[src/rtl/tdc_uart_readout.sv]
// TDC result reader: captures each result word on the rising edge of iDone, queues it,
// and sends it as an 8N1 UART frame (sync byte + data bytes, MSB byte first).
// Optional: define TDC_RO_CHECKSUM_EN to append an XOR checksum byte to each frame.
module tdc_uart_readout #(
    parameter int          DATA_W       = 24,
    parameter int          FIFO_DEPTH   = 8,
    parameter int          CLKS_PER_BIT = 868,
    parameter logic [7:0]  SYNC_BYTE    = 8'hA5
) (
    input  logic                          clk,
    input  logic                          iRst,
    input  logic [DATA_W-1:0]             iData,
    input  logic                          iDone,
    output logic                          oTx,
    output logic                          oBusy,
    output logic                          oOverflow,
    output logic [$clog2(FIFO_DEPTH):0]   oFifoLevel,
    output logic [2:0]                    dbg_state
);

    localparam int NB     = (DATA_W + 7) / 8;
    localparam int WORD_W = NB * 8;
    localparam int AW     = $clog2(FIFO_DEPTH);
    localparam int LW     = AW + 1;
`ifdef TDC_RO_CHECKSUM_EN
    localparam int NBYTES = NB + 2;
`else
    localparam int NBYTES = NB + 1;
`endif
    localparam int BW = $clog2(NBYTES + 1);
    localparam int CW = (CLKS_PER_BIT > 1) ? $clog2(CLKS_PER_BIT) : 1;

    localparam logic [2:0] IDLE  = 3'd0;
    localparam logic [2:0] LOAD  = 3'd1;
    localparam logic [2:0] START = 3'd2;
    localparam logic [2:0] DATA  = 3'd3;
    localparam logic [2:0] STOP  = 3'd4;

    // iDone is a strobe with no backpressure: a word is accepted on the first cycle
    // iDone is seen high, and dropped (sticky oOverflow) if the FIFO is full then.
    logic              done_q;
    logic              capture;
    logic              full;
    logic              wr_en;
    logic              pop;
    logic              overflow;
    logic [AW-1:0]     wr_ptr;
    logic [AW-1:0]     rd_ptr;
    logic [LW-1:0]     level;
    logic [DATA_W-1:0] mem [FIFO_DEPTH];
    logic [WORD_W-1:0] word_ext;

    logic [2:0]        state;
    logic              tx;
    logic [CW-1:0]     baud_cnt;
    logic [2:0]        bit_idx;
    logic [BW-1:0]     byte_idx;
    logic [7:0]        sh;
    logic [WORD_W-1:0] word_q;
    logic [7:0]        next_byte;
    logic              baud_end;
    logic              more_bytes;
    logic              has_work;

    assign capture  = iDone & ~done_q;
    assign full     = (level == LW'(FIFO_DEPTH));
    assign wr_en    = capture & ~full;
    assign pop      = (state == LOAD);
    assign word_ext = WORD_W'(mem[rd_ptr]);

    always_ff @(posedge clk or posedge iRst) begin
        if (iRst) begin
            done_q   <= 1'b0;
            wr_ptr   <= '0;
            rd_ptr   <= '0;
            level    <= '0;
            overflow <= 1'b0;
        end else begin
            done_q <= iDone;
            if (capture && full)
                overflow <= 1'b1;
            if (wr_en)
                wr_ptr <= wr_ptr + AW'(1);
            if (pop)
                rd_ptr <= rd_ptr + AW'(1);
            case ({wr_en, pop})
                2'b10:   level <= level + LW'(1);
                2'b01:   level <= level - LW'(1);
                default: level <= level;
            endcase
        end
    end

    // Storage needs no reset: the level counter decides what is valid.
    always_ff @(posedge clk) begin
        if (wr_en)
            mem[wr_ptr] <= iData;
    end

`ifdef TDC_RO_CHECKSUM_EN
    logic [7:0] csum_next;
    logic [7:0] csum_q;

    always_comb begin
        csum_next = '0;
        for (int i = 0; i < NB; i++)
            csum_next = csum_next ^ word_ext[i*8 +: 8];
    end

    always_ff @(posedge clk or posedge iRst) begin
        if (iRst)
            csum_q <= '0;
        else if (state == LOAD)
            csum_q <= csum_next;
    end

    assign next_byte = (byte_idx == BW'(NB)) ? csum_q : word_q[WORD_W-1 -: 8];
`else
    assign next_byte = word_q[WORD_W-1 -: 8];
`endif

    assign baud_end   = (baud_cnt == CW'(CLKS_PER_BIT - 1));
    assign more_bytes = (byte_idx != BW'(NBYTES - 1));
    // A word being written this cycle counts as work so LOAD follows the capture edge directly.
    assign has_work   = (level != '0) || wr_en;

    always_ff @(posedge clk or posedge iRst) begin
        if (iRst) begin
            state    <= IDLE;
            tx       <= 1'b1;
            baud_cnt <= '0;
            bit_idx  <= '0;
            byte_idx <= '0;
            sh       <= '0;
            word_q   <= '0;
        end else begin
            case (state)
                IDLE: begin
                    if (has_work)
                        state <= LOAD;
                end
                LOAD: begin
                    word_q   <= word_ext;
                    sh       <= SYNC_BYTE;
                    byte_idx <= '0;
                    baud_cnt <= '0;
                    tx       <= 1'b0;
                    state    <= START;
                end
                START: begin
                    if (baud_end) begin
                        baud_cnt <= '0;
                        bit_idx  <= '0;
                        tx       <= sh[0];
                        state    <= DATA;
                    end else begin
                        baud_cnt <= baud_cnt + CW'(1);
                    end
                end
                DATA: begin
                    if (baud_end) begin
                        baud_cnt <= '0;
                        if (bit_idx == 3'd7) begin
                            tx    <= 1'b1;
                            state <= STOP;
                        end else begin
                            bit_idx <= bit_idx + 3'd1;
                            tx      <= sh[1];
                            sh      <= sh >> 1;
                        end
                    end else begin
                        baud_cnt <= baud_cnt + CW'(1);
                    end
                end
                STOP: begin
                    if (baud_end) begin
                        baud_cnt <= '0;
                        if (more_bytes) begin
                            byte_idx <= byte_idx + BW'(1);
                            sh       <= next_byte;
                            word_q   <= word_q << 8;
                            tx       <= 1'b0;
                            state    <= START;
                        end else if (has_work) begin
                            state <= LOAD;
                        end else begin
                            state <= IDLE;
                        end
                    end else begin
                        baud_cnt <= baud_cnt + CW'(1);
                    end
                end
                default: state <= IDLE;
            endcase
        end
    end

    assign oTx        = tx;
    assign oBusy      = (state != IDLE);
    assign oOverflow  = overflow;
    assign oFifoLevel = level;
    assign dbg_state  = state;

endmodule
[config.mk]
export PLATFORM = sky130hd
export DESIGN_NAME = tdc_uart_readout
export DESIGN_NICKNAME = d
export VERILOG_FILES = /design/src/rtl/tdc_uart_readout.sv
export SDC_FILE = /design/constraint.sdc
export NUM_CORES = 1
export LEC_CHECK = 0
export CAP_MARGIN = 20
export CORE_ASPECT_RATIO = 0.5
export CORE_MARGIN = 8
export CORE_UTILIZATION = 40
export DETAILED_ROUTE_END_ITERATION = 7
export PLACE_DENSITY = 0.65
export SLEW_MARGIN = 20
export SYNTH_ARGS = -nofsm -noshare
export SYNTH_HDL_FRONTEND = slang
export SYNTH_SLANG_ARGS = --single-unit
[constraint.sdc]
create_clock -name clk -period 3.9 [get_ports clk]
set_input_delay 1.17 -clock clk [delete_from_list [all_inputs] [get_ports clk]]
set_output_delay 1.17 -clock clk [all_outputs]
set_load 0.03 [all_outputs]
==> results of run 1 <==
how the worst min path moves through the flow:
stage,startpoint,end,slack (ns),cells past startpoint
finish,bit_idx[0],bit_idx[0],0.47,1
global route,bit_idx[0],bit_idx[0],0.50,1
CTS,bit_idx[0],bit_idx[0],0.48,1
detailed placement,oOverflow,oOverflow,0.47,1
global placement,oOverflow,oOverflow,0.46,1
floorplan,word_q[0],word_q[0],0.46,1
kinds of logic after synthesis:
| kind of cell | share of synthesized area [%] |
|---|---|
| AND/OR/NAND/NOR | 5.69 |
| adder cells (fa/ha/maj) | 1.18 |
| AO/OA/AOI/OAI | 6.44 |
| flip-flops | 69.5 |
| buffers and inverters | 1.96 |
| multiplexers | 14.0 |
| XOR/XNOR | 1.24 |
registers in the layout, summed over array words and instances, names as in the netlist:
| signal | flops |
|---|---|
| done_q | 1 |
| byte_idx | 3 |
| bit_idx | 3 |
| wr_ptr | 3 |
| mem | 192 |
| baud_cnt | 10 |
| oTx | 1 |
| rd_ptr | 3 |
| sh | 8 |
| oOverflow | 1 |
| oFifoLevel | 4 |
| word_q | 24 |
| dbg_state | 3 |
cell type report:
class / instances / area (um^2) / area share (%)
clock inverter: 15 / 166 / 1.35
sequential: 256 / 7370 / 59.9
tap: 352 / 440 / 3.58
multi-input combinational: 350 / 3070 / 25.0
clock buffer: 31 / 688 / 5.59
timing repair buffer: 57 / 531 / 4.31
inverter: 8 / 30.0 / 0.244
power breakdown:
group	leakage [nW]	switching, mW	internal, mW
Sequential	2.52	0.324	3.36
Clock	0.435	1.03	1.46
Combinational	1.30	1.23	1.08
Total	4.25	2.58	5.90
per-layer routing:
layer | up-vias | global-route usage, % | wire [um]
met5 | - | 0 | 0
met4 | 0 | 2.28 | 288
met3 | 23 | 2.73 | 1390
met2 | 143 | 20.1 | 9700
met1 | 2975 | 20.9 | 10900
li1 | 2639 | - | -
layout by cell type, fill, tap and decap left out, types with 2 or more instances in the layout:
cell and n:
edfxtp_1 192, mux2_2 89, dfrtp_1 62, nand2_1 41
clkdlybuf4s50_1 36, o22ai_1 33, clkbuf_16 25, buf_4 20
mux4_2 16, o31ai_1 16, xor2_1 11, mux2i_1 11
nor2_1 10, ha_1 10, clkinv_2 10, nand3_1 9
o21ai_0 9, o2bb2ai_1 9, inv_1 7, a21oi_1 7
or3_1 6, nor2_2 6, nand2b_1 5, nand4_1 5
nor2b_1 4, a22oi_1 4, xnor2_1 4, clkbuf_8 4
and4_1 3, and3b_1 3, a31oi_1 3, a22o_1 3
bufinv_16 3, a211oi_1 2, a21oi_4 2, nor3_1 2
nor3_4 2, and3_1 2, clkbuf_1 2
==> summary.md, run 1 <==
| Metric | Value |
|---|---|
| First-pass GRT wire length | ~35,000 um |
| Chip width | about 250 um |
| Clk pin slew, worst setup/hold paths | 0.06 ns |
| Total Routing Usage GR | 13.7% |
| Sequential area share after synthesis | 69.5% |
| WP buf/inv | 1 |
| Top-area cell type share of the netlist area | ~54% |
| Number of synthesized register bits | 256 |
| Slew margin rel. | a little over two fifths |
| Drt pass-1 iters | 5 |
| Hold Path Class | register to register |
| Initial antenna violation count | 0 |
| Setup Fix Bufs, Post-CTS | 0 |
| Synth Instances | between 600 and 700 |
| Most common cell in the netlist | edfxtp_1 |
| Post-synth top cells | edfxtp_1, mux2_2, dfrtp_1 |
| Critical path endpoint | oBusy |
| Clock Path Buffers | 3 |
| Initial core utilization | 40.4% |
| Clk_lat worst skew | 0.54 ns |
| Clock sinks | 256 |
| Critical path startpoint | dbg_state[0] |
| Setup crit end kind | output port |
| Non-filler cells, final | 1,069 |
| Post-synth EDFFs | 192 |
| Crit path max-delay family | buffers and inverters |
| Hold WS | 0.474 ns |
| CP Class | register to output port |
| Synth cell types | between 50 and 60 |
| Ranking of synthesized cells by area | edfxtp_1, dfrtp_1, mux2_2, mux4_2, o22ai_1 |
| Fin util | 46.8% |
| Maxcap violations | 0 |
| Slowest CP cell | clkdlybuf4s50_1 |
| Worst r2r dst | word_q[18] |
| RSZ-0062 raised after global routing | no |
| Leak | 4.25 nW |
| Power Dens Cells | 689 nW/um^2 |
| NumNets Final | ~740 |
| Syn_nets | 686 |
| ANT cells | 0 |
| Height of the die | 131 um |
| Vias per cell | 5.41 |
| FF-to-FF setup slack | ~1.5 ns |
| Max Clk Rate | 288 MHz |
| Final Hold Viols | 0 |
| Routed Antenna Nets | 0 |
| Placement Setup Slack | between 0.3 and 0.4 ns |
| Final Cell Area | 12,300 um^2 |
| Clock skew | 0.0202 ns |
| Area after DPL | 11,400 um^2 |
| Post-CTS Resized | 0 |
| Pin count of the biggest net entering global routing | 51 |
| P&R area growth vs syn | 16.0% |
| Final WL | 22,300 um |
| R2R cell count | 5 |
| CTS root buffer | clkbuf_16 |
| Final RePlAce weighted congestion | 0.786 |
| Hpwl dp | 14,300 um |
| Final WS setup | 0.425 ns |
| Number of global-route vias before repair | around 6,000 |
| Fraction of layout instances using a drive strength above 1 | 26.5% |
| Hold-fix buffers, CTS | 0 |
| Pwr Total | 8.48 mW |
| CTS Buf Count | 25 |
| Synthesized cell area | 10,600 um^2 |
| # DRC | 0 |
| Yosys warns | 0 |
| Endpoints failing setup | 0 |
| Worst Setup Start Kind | register |
| Peak supply drop | 0.000432 V |
| Worst-Margin Slew | 0.842 ns |
| PortBufs | 36 |
| Fin crit period | between 3 and 4 ns |
| CTS tree | yes |
| DR iter-0 viols | 571 |
| Crit Path Max Fanout | 19 |
| Cell count after placement | 1,023 |
| Core area | 26,300 um^2 |
| Crit path largest cell delay | 0.73 ns |
| CP arrival | 2.31 ns |
| GRT Residual Overflow | 0 |
| Main flop type after synthesis | edfxtp_1 |
| H-tree levels | 1 |
| Setup TNS | 0 ns |
| Post-synthesis average cell area | approximately 16 um^2 |
| Crit path depth | 2 |
| Beginning of the worst register-to-register path | baud_cnt[0] |
| Ports | 37 |
| Filler cells | 2,222 |
| CP cell instances | or3_1 -> clkdlybuf4s50_1 |
| Status | finished clean |
| CP required | 2.73 ns |
| Count of pins over their slew limit | 0 |
| WL per Instance | 20.8 um |
| Vias | 5,780 |
| Die area | 32,300 um^2 |
| Area leader, netlist | edfxtp_1 |
| Final period utilization | approximately nine tenths |
| Site row count | 42 |
| FFs w/ async S/R, synth | 25.0% |
(Power assumes the default switching activity.)
==> run 2: changes to the inputs <==
--- a/config.mk
+++ b/config.mk
@@ -11,6 +11,7 @@
 export CORE_UTILIZATION = 40
 export DETAILED_ROUTE_END_ITERATION = 7
 export PLACE_DENSITY = 0.65
+export REMOVE_ABC_BUFFERS = 1
 export SLEW_MARGIN = 20
 export SYNTH_ARGS = -nofsm -noshare
 export SYNTH_HDL_FRONTEND = slang
==> summary.md, run 2 (synthesis results as in run 1) <==
| Metric | Value |
|---|---|
| Power Dens Cells | 671 nW/um^2 (-2.7%) |
| GRT Residual Overflow | 0 (unchanged) |
| Worst Setup Start Kind | register |
| Final Cell Area | 12,200 um^2 (-0.96%) |
| Pin count of the biggest net entering global routing | 46 (-9.8%) |
| Final Hold Viols | 0 (unchanged) |
| Max FFs per register | 192 (unchanged) |
| CTS tree | yes |
| Most frequent cells in the layout | edfxtp_1, mux2_2, dfrtp_1 |
| Hpwl dp | 12,400 um (-14%) |
| Fin util | 46.4% (-0.45 points) |
| Height of the die | 131 um (unchanged) |
| Ports | 37 (unchanged) |
| Chip width | 246 um (unchanged) |
| ANT cells | 0 (unchanged) |
| Clock skew | 0.0128 ns (-0.00736 ns) |
| Met1 Use GR | 17.0% (-4.0 points) |
| Pwr Total | 8.17 mW (-3.6%) |
| Vias | 5,693 (-1.5%) |
| Setup crit end kind | output port |
| Largest reg by FF count | mem |
| Final period utilization | 89.7% (+0.58 points) |
| Initial antenna violation count | 0 (unchanged) |
| Fraction of layout instances using a drive strength above 1 | 25.0% (-1.5 points) |
| Non-filler cells, final | 1,065 (-0.37%) |
| Hold Path Class | register to register |
| P&R area growth vs syn | 14.9% |
| Drt pass-1 iters | 5 (unchanged) |
| PortBufs | 36 (unchanged) |
| H-tree levels | 1 (unchanged) |
| Cell count after placement | 1,021 (-0.20%) |
| Site row count | 42 (unchanged) |
| Initial core utilization | 40.4% (unchanged) |
| Routed Antenna Nets | 0 (unchanged) |
| # DRC | 0 (unchanged) |
| Commonest non-fill, non-tap cell in the layout | edfxtp_1 |
| CP Class | register to output port |
| CTS root buffer | clkbuf_16 |
| First-pass GRT wire length | 32,700 um (-7.6%) |
| Worst-Margin Slew | 0.976 ns (+0.135 ns) |
| Number of global-route vias before repair | 5,844 (-2.9%) |
| Endpoints failing setup | 0 (unchanged) |
| Final RePlAce weighted congestion | 0.736 (-6.4%) |
| Slew margin rel. | 34.8% (-9.0 points) |
| Status | finished clean |
| Core area | 26,300 um^2 (unchanged) |
| Area after DPL | 11,400 um^2 (-0.24%) |
| Routing usage on met2 | 20.5% (+0.40 points) |
| Max Clk Rate | 286 MHz (-0.65%) |
| Biggest regs | mem: 192 flops, word_q: 24 flops, baud_cnt: 10 flops |
| Clk_lat worst skew | 0.53 ns (about the same) |
| DR iter-0 viols | 443 (-22%) |
| Die area | 32,300 um^2 (unchanged) |
| RSZ-0062 raised after global routing | no |
| WL per Instance | 19.2 um (-7.6%) |
| Register area | 7370 um^2 (unchanged) |
| Clk pin slew, worst setup/hold paths | 0.06 ns (about the same) |
| Leak | 4.17 nW (-1.8%) |
| Final WL | 20,500 um (-8.0%) |
| Fin crit period | 3.50 ns (+0.0228 ns) |
| CP arrival | 2.33 ns (+0.02 ns) |
| Vias per cell | 5.35 (-1.1%) |
| Post-CTS Resized | 0 (unchanged) |
| Peak supply drop | 0.000328 V (-24%) |
| NumNets Final | 732 (-0.41%) |
| Setup Fix Bufs, Post-CTS | 0 (unchanged) |
| Hold-fix buffers, CTS | 0 (unchanged) |
| Multi-input logic area | 3060 um^2 (-0.41%) |
| Most used routing layer | met2 |
| CP required | 2.73 ns (about the same) |
| Crit Path Max Fanout | 19 (unchanged) |
| Filler cells | 2,292 (+3.2%) |
| CTS Buf Count | 24 (-4.0%) |
| Maxcap violations | 0 (unchanged) |
| Clock Path Buffers | 3 (unchanged) |
| Met3 usage | 2.69% (-0.040 points) |
| Total Routing Usage GR | 12.6% (-1.1 points) |
| Clock sinks | 256 (unchanged) |
| Count of pins over their slew limit | 0 (unchanged) |
[run 2: layout make-up]
type | instances | share of cell area [%]
inverter | 8 | 0.246
timing repair buffer | 55 | 4.23
tap | 352 | 3.61
multi-input combinational | 350 | 25.1
clock inverter | 14 | 1.08
sequential | 256 | 60.5
clock buffer | 30 | 5.20
[run 2: per-layer routing]
| metal | part of all wire, % | vias to the layer above |
|---|---|---|
| met4 | 1.9 | 0 |
| li1 | - | 2631 |
| met5 | 0 | - |
| met2 | 47 | 112 |
| met3 | 5.0 | 32 |
| met1 | 46 | 2918 |
[run 2: per-stage QoR]
stage / setup TNS, ns / hold slack (ns) / worst slack [ns]
after floorplan: -6.09 / 0.456 / -0.127
after global placement: 0 / 0.457 / 0.412
after detailed placement: 0 / 0.460 / 0.373
after CTS: 0 / 0.474 / 0.388
after global routing: 0 / 0.478 / 0.281
final: 0 / 0.475 / 0.402
[run 2: path summary, 6_finish.rpt]
check / start / end / slack (ns) / cells after the start
worst max-delay path: dbg_state[0] / oBusy / 0.40 / 2
worst min-delay path: oOverflow / oOverflow / 0.47 / 1
worst max register to register: rd_ptr[2] / word_q[10] / 1.36 / 4
worst min register to register: oOverflow / oOverflow / 0.47 / 1
max in group asynchronous: iRst / sh[7] / 1.99 / 3
min in group asynchronous: iRst / oOverflow / 1.15 / 2
[run 2: where the power goes]
group | switching, mW | internal [mW]
Sequential | 0.403 | 3.36
Combinational | 1.06 | 1.06
Clock | 0.991 | 1.29
[run 2: worst max-delay path: stages (launching register included)]
cell	delay [ns]
dfrtp_1	0.72
or3_1	0.36
clkdlybuf4s50_1	0.73
